File: config.mk
export PLATFORM = sky130hd
export DESIGN_NAME = int_request_source
export DESIGN_NICKNAME = d
export VERILOG_FILES = /design/src/rtl/int_src_pkg.sv /design/src/rtl/int_line_src.sv /design/src/rtl/int_request_source.sv
export SDC_FILE = /design/constraint.sdc
export NUM_CORES = 1
export LEC_CHECK = 0
export ABC_AREA = 1
export CORE_MARGIN = 2
export CORE_UTILIZATION = 60
export CTS_CLUSTER_DIAMETER = 80
export DETAILED_ROUTE_END_ITERATION = 12
export PLACE_DENSITY = 0.77
export SLEW_MARGIN = 20
export SYNTH_ARGS = -nofsm -noshare
export SYNTH_HDL_FRONTEND = slang
export SYNTH_SLANG_ARGS = --single-unit
File: constraint.sdc
create_clock -name clk -period 2 [get_ports clk]
set_input_delay 0.3 -clock clk [delete_from_list [all_inputs] [get_ports clk]]
set_output_delay 0.3 -clock clk [all_outputs]
set_load 0.01 [all_outputs]
File: src/rtl/int_src_pkg.sv
// int_src_pkg: shared types and constants for the interrupt request source
package int_src_pkg;
  localparam int CNT_W = 8;
  localparam int NUM_LINES = 4;
  typedef enum logic [2:0] {
    IDLE      = 3'd0,
    DEBOUNCE  = 3'd1,
    ISSUE     = 3'd2,
    WAIT_PEND = 3'd3,
    WAIT_DONE = 3'd4
  } state_t;
endpackage

File: src/rtl/int_line_src.sv
// int_line_src: one request line (sync, debounce, issue/track FSM); INT_SRC_STATS_EN adds drop_count
module int_line_src
  import int_src_pkg::*;
#(
  parameter int DEBOUNCE_CYCLES = 16,
  parameter int ACK_TIMEOUT = 8
) (
  input  logic clk,
  input  logic rst,
  input  logic raw,
  input  logic int_waiting,
  output logic ir,
`ifdef INT_SRC_STATS_EN
  output logic [CNT_W-1:0] drop_count,
`endif
  output logic busy
);
  localparam logic [CNT_W-1:0] DB_MAX = CNT_W'(DEBOUNCE_CYCLES - 1);
  localparam logic [CNT_W-1:0] ACK_MAX = CNT_W'(ACK_TIMEOUT - 1);
  logic s1, s2;
  logic [CNT_W-1:0] cnt, cnt_inc;
  state_t state;
  assign cnt_inc = cnt + CNT_W'(cnt != '1);
  assign busy = state != IDLE;
  // two-flop synchronizer for the asynchronous raw line
  always_ff @(posedge clk or posedge rst)
    if (rst) {s2, s1} <= 2'b00;
    else {s2, s1} <= {s1, raw};
  // per-line FSM; ir is set on entry to ISSUE so it is high only for that cycle
  always_ff @(posedge clk or posedge rst)
    if (rst) begin
      state <= IDLE;
      cnt <= '0;
      ir <= 1'b0;
    end else begin
      ir <= 1'b0;
      case (state)
        IDLE: if (s2) begin
          state <= DEBOUNCE;
          cnt <= '0;
        end
        DEBOUNCE: if (!s2) state <= IDLE;
          else if (cnt == DB_MAX) begin
            state <= ISSUE;
            ir <= 1'b1;
          end else cnt <= cnt_inc;
        ISSUE: begin
          state <= WAIT_PEND;
          cnt <= '0;
        end
        WAIT_PEND: if (int_waiting) state <= WAIT_DONE;
          else if (cnt == ACK_MAX) begin
            state <= ISSUE;
            ir <= 1'b1;
          end else cnt <= cnt_inc;
        WAIT_DONE: if (!int_waiting && !s2) state <= IDLE;
        default: state <= IDLE;
      endcase
    end
`ifdef INT_SRC_STATS_EN
  logic s3;
  // count presses swallowed while a request is outstanding, saturating
  always_ff @(posedge clk or posedge rst)
    if (rst) begin
      s3 <= 1'b0;
      drop_count <= '0;
    end else begin
      s3 <= s2;
      drop_count <= (s2 && !s3 && state inside {ISSUE, WAIT_PEND, WAIT_DONE} && drop_count != '1)
                    ? drop_count + 1'b1 : drop_count;
    end
`endif
endmodule

File: src/rtl/int_request_source.sv
// int_request_source: four independent debounced IRn/IntWaitingn request lines; INT_SRC_STATS_EN adds drop counters
module int_request_source
  import int_src_pkg::*;
#(
  parameter int DEBOUNCE_CYCLES = 16,
  parameter int ACK_TIMEOUT = 8
) (
  input  logic clk,
  input  logic rst,
  input  logic [NUM_LINES-1:0] irq_raw,
  input  logic IntWaiting0,
  input  logic IntWaiting1,
  input  logic IntWaiting2,
  input  logic IntWaiting3,
  output logic IR0,
  output logic IR1,
  output logic IR2,
  output logic IR3,
`ifdef INT_SRC_STATS_EN
  output logic [CNT_W-1:0] drop_count0,
  output logic [CNT_W-1:0] drop_count1,
  output logic [CNT_W-1:0] drop_count2,
  output logic [CNT_W-1:0] drop_count3,
`endif
  output logic [NUM_LINES-1:0] line_busy
);
  logic [NUM_LINES-1:0] iw, ir;
  assign iw = {IntWaiting3, IntWaiting2, IntWaiting1, IntWaiting0};
  assign {IR3, IR2, IR1, IR0} = ir;
`ifdef INT_SRC_STATS_EN
  logic [CNT_W-1:0] dc [NUM_LINES];
  assign drop_count0 = dc[0];
  assign drop_count1 = dc[1];
  assign drop_count2 = dc[2];
  assign drop_count3 = dc[3];
`endif
  for (genvar i = 0; i < NUM_LINES; i++) begin : g_line
    int_line_src #(
      .DEBOUNCE_CYCLES(DEBOUNCE_CYCLES),
      .ACK_TIMEOUT(ACK_TIMEOUT)
    ) u_line (
      .clk(clk),
      .rst(rst),
      .raw(irq_raw[i]),
      .int_waiting(iw[i]),
      .ir(ir[i]),
`ifdef INT_SRC_STATS_EN
      .drop_count(dc[i]),
`endif
      .busy(line_busy[i])
    );
  end
endmodule

==> qor.yml <==
chipWidth_microns: 80.2
synth-async-reset-ratio: 1.00
start_util: 0.628
top_layer: "met4"
dr_wl_met2_microns: 3470
hp-class: "in -> async"
wl_met1_microns: 3350
drcViolationCount: 0
first_pass_iters: 4
crit_required_ns: 2.21
crit_type: "reg -> reg"
place_congestion: 0.829
grt_pass1_wl_microns: 12300
clk_pin_slew_ns: 0.11
hpwl_microns: 5090
yosys-top-cells-count: "nand2_1 (169), dfrtp_1 (56), inv_1 (53)"
wl_per_cell_microns: 12.1
final_util: 0.708
cts.sinks: 56
netlist_instances: 495
tightest_slew_ns: 0.355
power_mw: 4.57
power_leakage_nw: 2.04
pin_count: 18
startpoint: "g_line[0].u_line.cnt[2]$_DFFE_PP0P_"
yosysWarnings: 0
via_per_inst: 5.39
syn_nets: 513
fin_crit_sh: 0.934
synth.most_common_cell: "nand2_1"
hold_buffers: 0
wirelength_microns: 7130
synth.avg_cell_area_sq_um: 7.03
maxCapViolCount: 0
syn_area_sq_um: 3480
numPortBuffers: 17
wl_met3_microns: 236
peakVddDrop_mv: 0.550
ys_seq_area_frac: 0.403
hold_viol: 0
startpoint_type: "flip-flop"
reg2reg_depth: 10
crit_arrival_ns: 2.08
drive_gt1_frac: 0.110
synth_top_area_frac: 0.403
initialDrtViolationCount: 172
fin_skew_ns: 0.0105
rows: 27
synth-edff-count: 0
vias: 3183
n_fill_cell: 457
fp.dieH_microns: 80.2
grt_max_degree: 49
core-area_sq_um: 5540
timing.rr.start: "g_line[0].u_line.cnt[2]$_DFFE_PP0P_"
cp-endpoint: "g_line[0].u_line.cnt[4]$_DFFE_PP0P_"
timing.rr.end: "g_line[0].u_line.cnt[4]$_DFFE_PP0P_"
cts_buffers: 5
antenna_found_initial: 0
reg2reg_slack_ns: 0.13
grt_use_total: 0.237
status: "finished, final reports clean"
end_kind: "flip-flop"
cts_tree: "built"
power_density_nw_per_um2: 1160
ys_seq_elements: 56
yosysUniqueCellTypes: 28
slew_viol_final: 0
cts-htree-levels: 2
synthFlopType: "dfrtp_1"
period_minus_slack_ns: 1.87
antennaDiodeCount: 0
fmax_ghz: 0.536
clk_latency_ns: 0.31
maxSlewHeadroom: 0.762
ant_nets: 0
cts_buffer_depth: 2
cts-root-buf: "clkbuf_8"
fin_nets: 536
final-setup-viol-count: 0
grt-ovfl-total: 0
grt_pass1_vias: 2932
synth_area_leaders: "dfrtp_1 (40%), nand2_1 (18%), nand3_1 (7.0%), inv_1 (5.7%), nor2_1 (5.2%)"
area_growth_pct: 12.7
yosysTopAreaCell: "dfrtp_1"
path_max_fanout: 5
fp.dieArea_sq_um: 6430
[worst max-delay path, cell delays in order, from the launching register on]
cell	delay, ns
dfrtp_1	0.44
nand2_2	0.13
nor2_4	0.12
nand4_1	0.10
ha_1	0.22
ha_1	0.23
inv_1	0.11
o21ai_0	0.11
nor3b_2	0.17
nand3_1	0.08
nand2_1	0.05
[worst min path at each step]
stage,startpoint,endpoint,slack [ns],cells past startpoint
2_1_floorplan,g_line[0].u_line.s1$_DFF_PP0_,g_line[0].u_line.s2$_DFF_PP0_,0.33,0
3_3_place_gp,g_line[2].u_line.s1$_DFF_PP0_,g_line[2].u_line.s2$_DFF_PP0_,0.33,0
3_5_place_dp,g_line[3].u_line.s1$_DFF_PP0_,g_line[3].u_line.s2$_DFF_PP0_,0.34,0
4_1_cts,rst,g_line[2].u_line.state[2]$_DFFE_PP0P_,0.20,2
5_1_grt,rst,g_line[2].u_line.state[2]$_DFFE_PP0P_,0.22,2
6_report,rst,g_line[2].u_line.state[2]$_DFFE_PP0P_,0.20,2
[cells in the final DEF (no fill, tap or decap), types with 5 or more instances in the layout]
master	instances
nor3_1	12
nand2_1	168
nor2_4	5
nand3_1	49
o21ai_0	19
nor2_1	45
nor2_2	8
clkdlybuf4s50_1	17
clkbuf_8	5
ha_1	8
inv_2	9
nand3b_1	9
dfrtp_1	52
a21oi_1	17
nand2_2	10
inv_1	52
nand4_1	5
[metal layers]
metal,vias to the layer above,GRT usage
li1,1618,-
met1,1498,0.305
met2,59,0.413
met3,8,0.0348
met4,0,0.0644
met5,-,0
[cells by family (layout without fill, tap and decap cells)]
logic type	count (synthesis)	count (layout)	synth area share
AND/OR/NAND/NOR	322	322	0.425
buffers and inverters	67	91	0.0794
flip-flops	56	56	0.403
AO/OA/AOI/OAI	42	42	0.0640
adder cells (fa/ha/maj)	8	8	0.0288
[stage by stage]
stage	cell area, sq um	hold WS (ns)	setup WS (ns)	cells	TNS [ns]
after floorplan	3480	0.331	0.329	495	0
after detailed placement	3720	0.337	0.163	581	0
final	3920	0.197	0.133	591	0
after global routing	3920	0.218	-0.0650	591	-0.0650
after CTS	3880	0.198	0.118	589	0
after global placement	3720	0.331	0.230	581	0
[registers in the layout, summed over array words and instances (netlist names)]
signal               cells
g_line.u_line.state     12
g_line.u_line.cnt       32
g_line.u_line.ir         4
g_line.u_line.s1         4
g_line.u_line.s2         4
[cell type report]
type	instances	area, sq um	area share
inverter	62	233	0.0593
tap	72	90.1	0.0230
sequential	56	1410	0.358
clock buffer	5	68.8	0.0175
timing repair buffer	21	213	0.0542
clock inverter	3	90.1	0.0230
multi-input combinational	372	1820	0.465
[power breakdown]
part	switching (mW)	total, mW	internal, mW
sequential	0.245	1.59	1.35
combinational	1.29	1.97	0.678
clock	0.380	1.01	0.626
[timing repair]
| action | in CTS | in global routing |
|---|---|---|
| endpoints found under the setup margin | 0 | 8 |
| resized for setup | 0 | 10 |
| setup buffers | 0 | 2 |
Power figures use the tool's default switching activity.
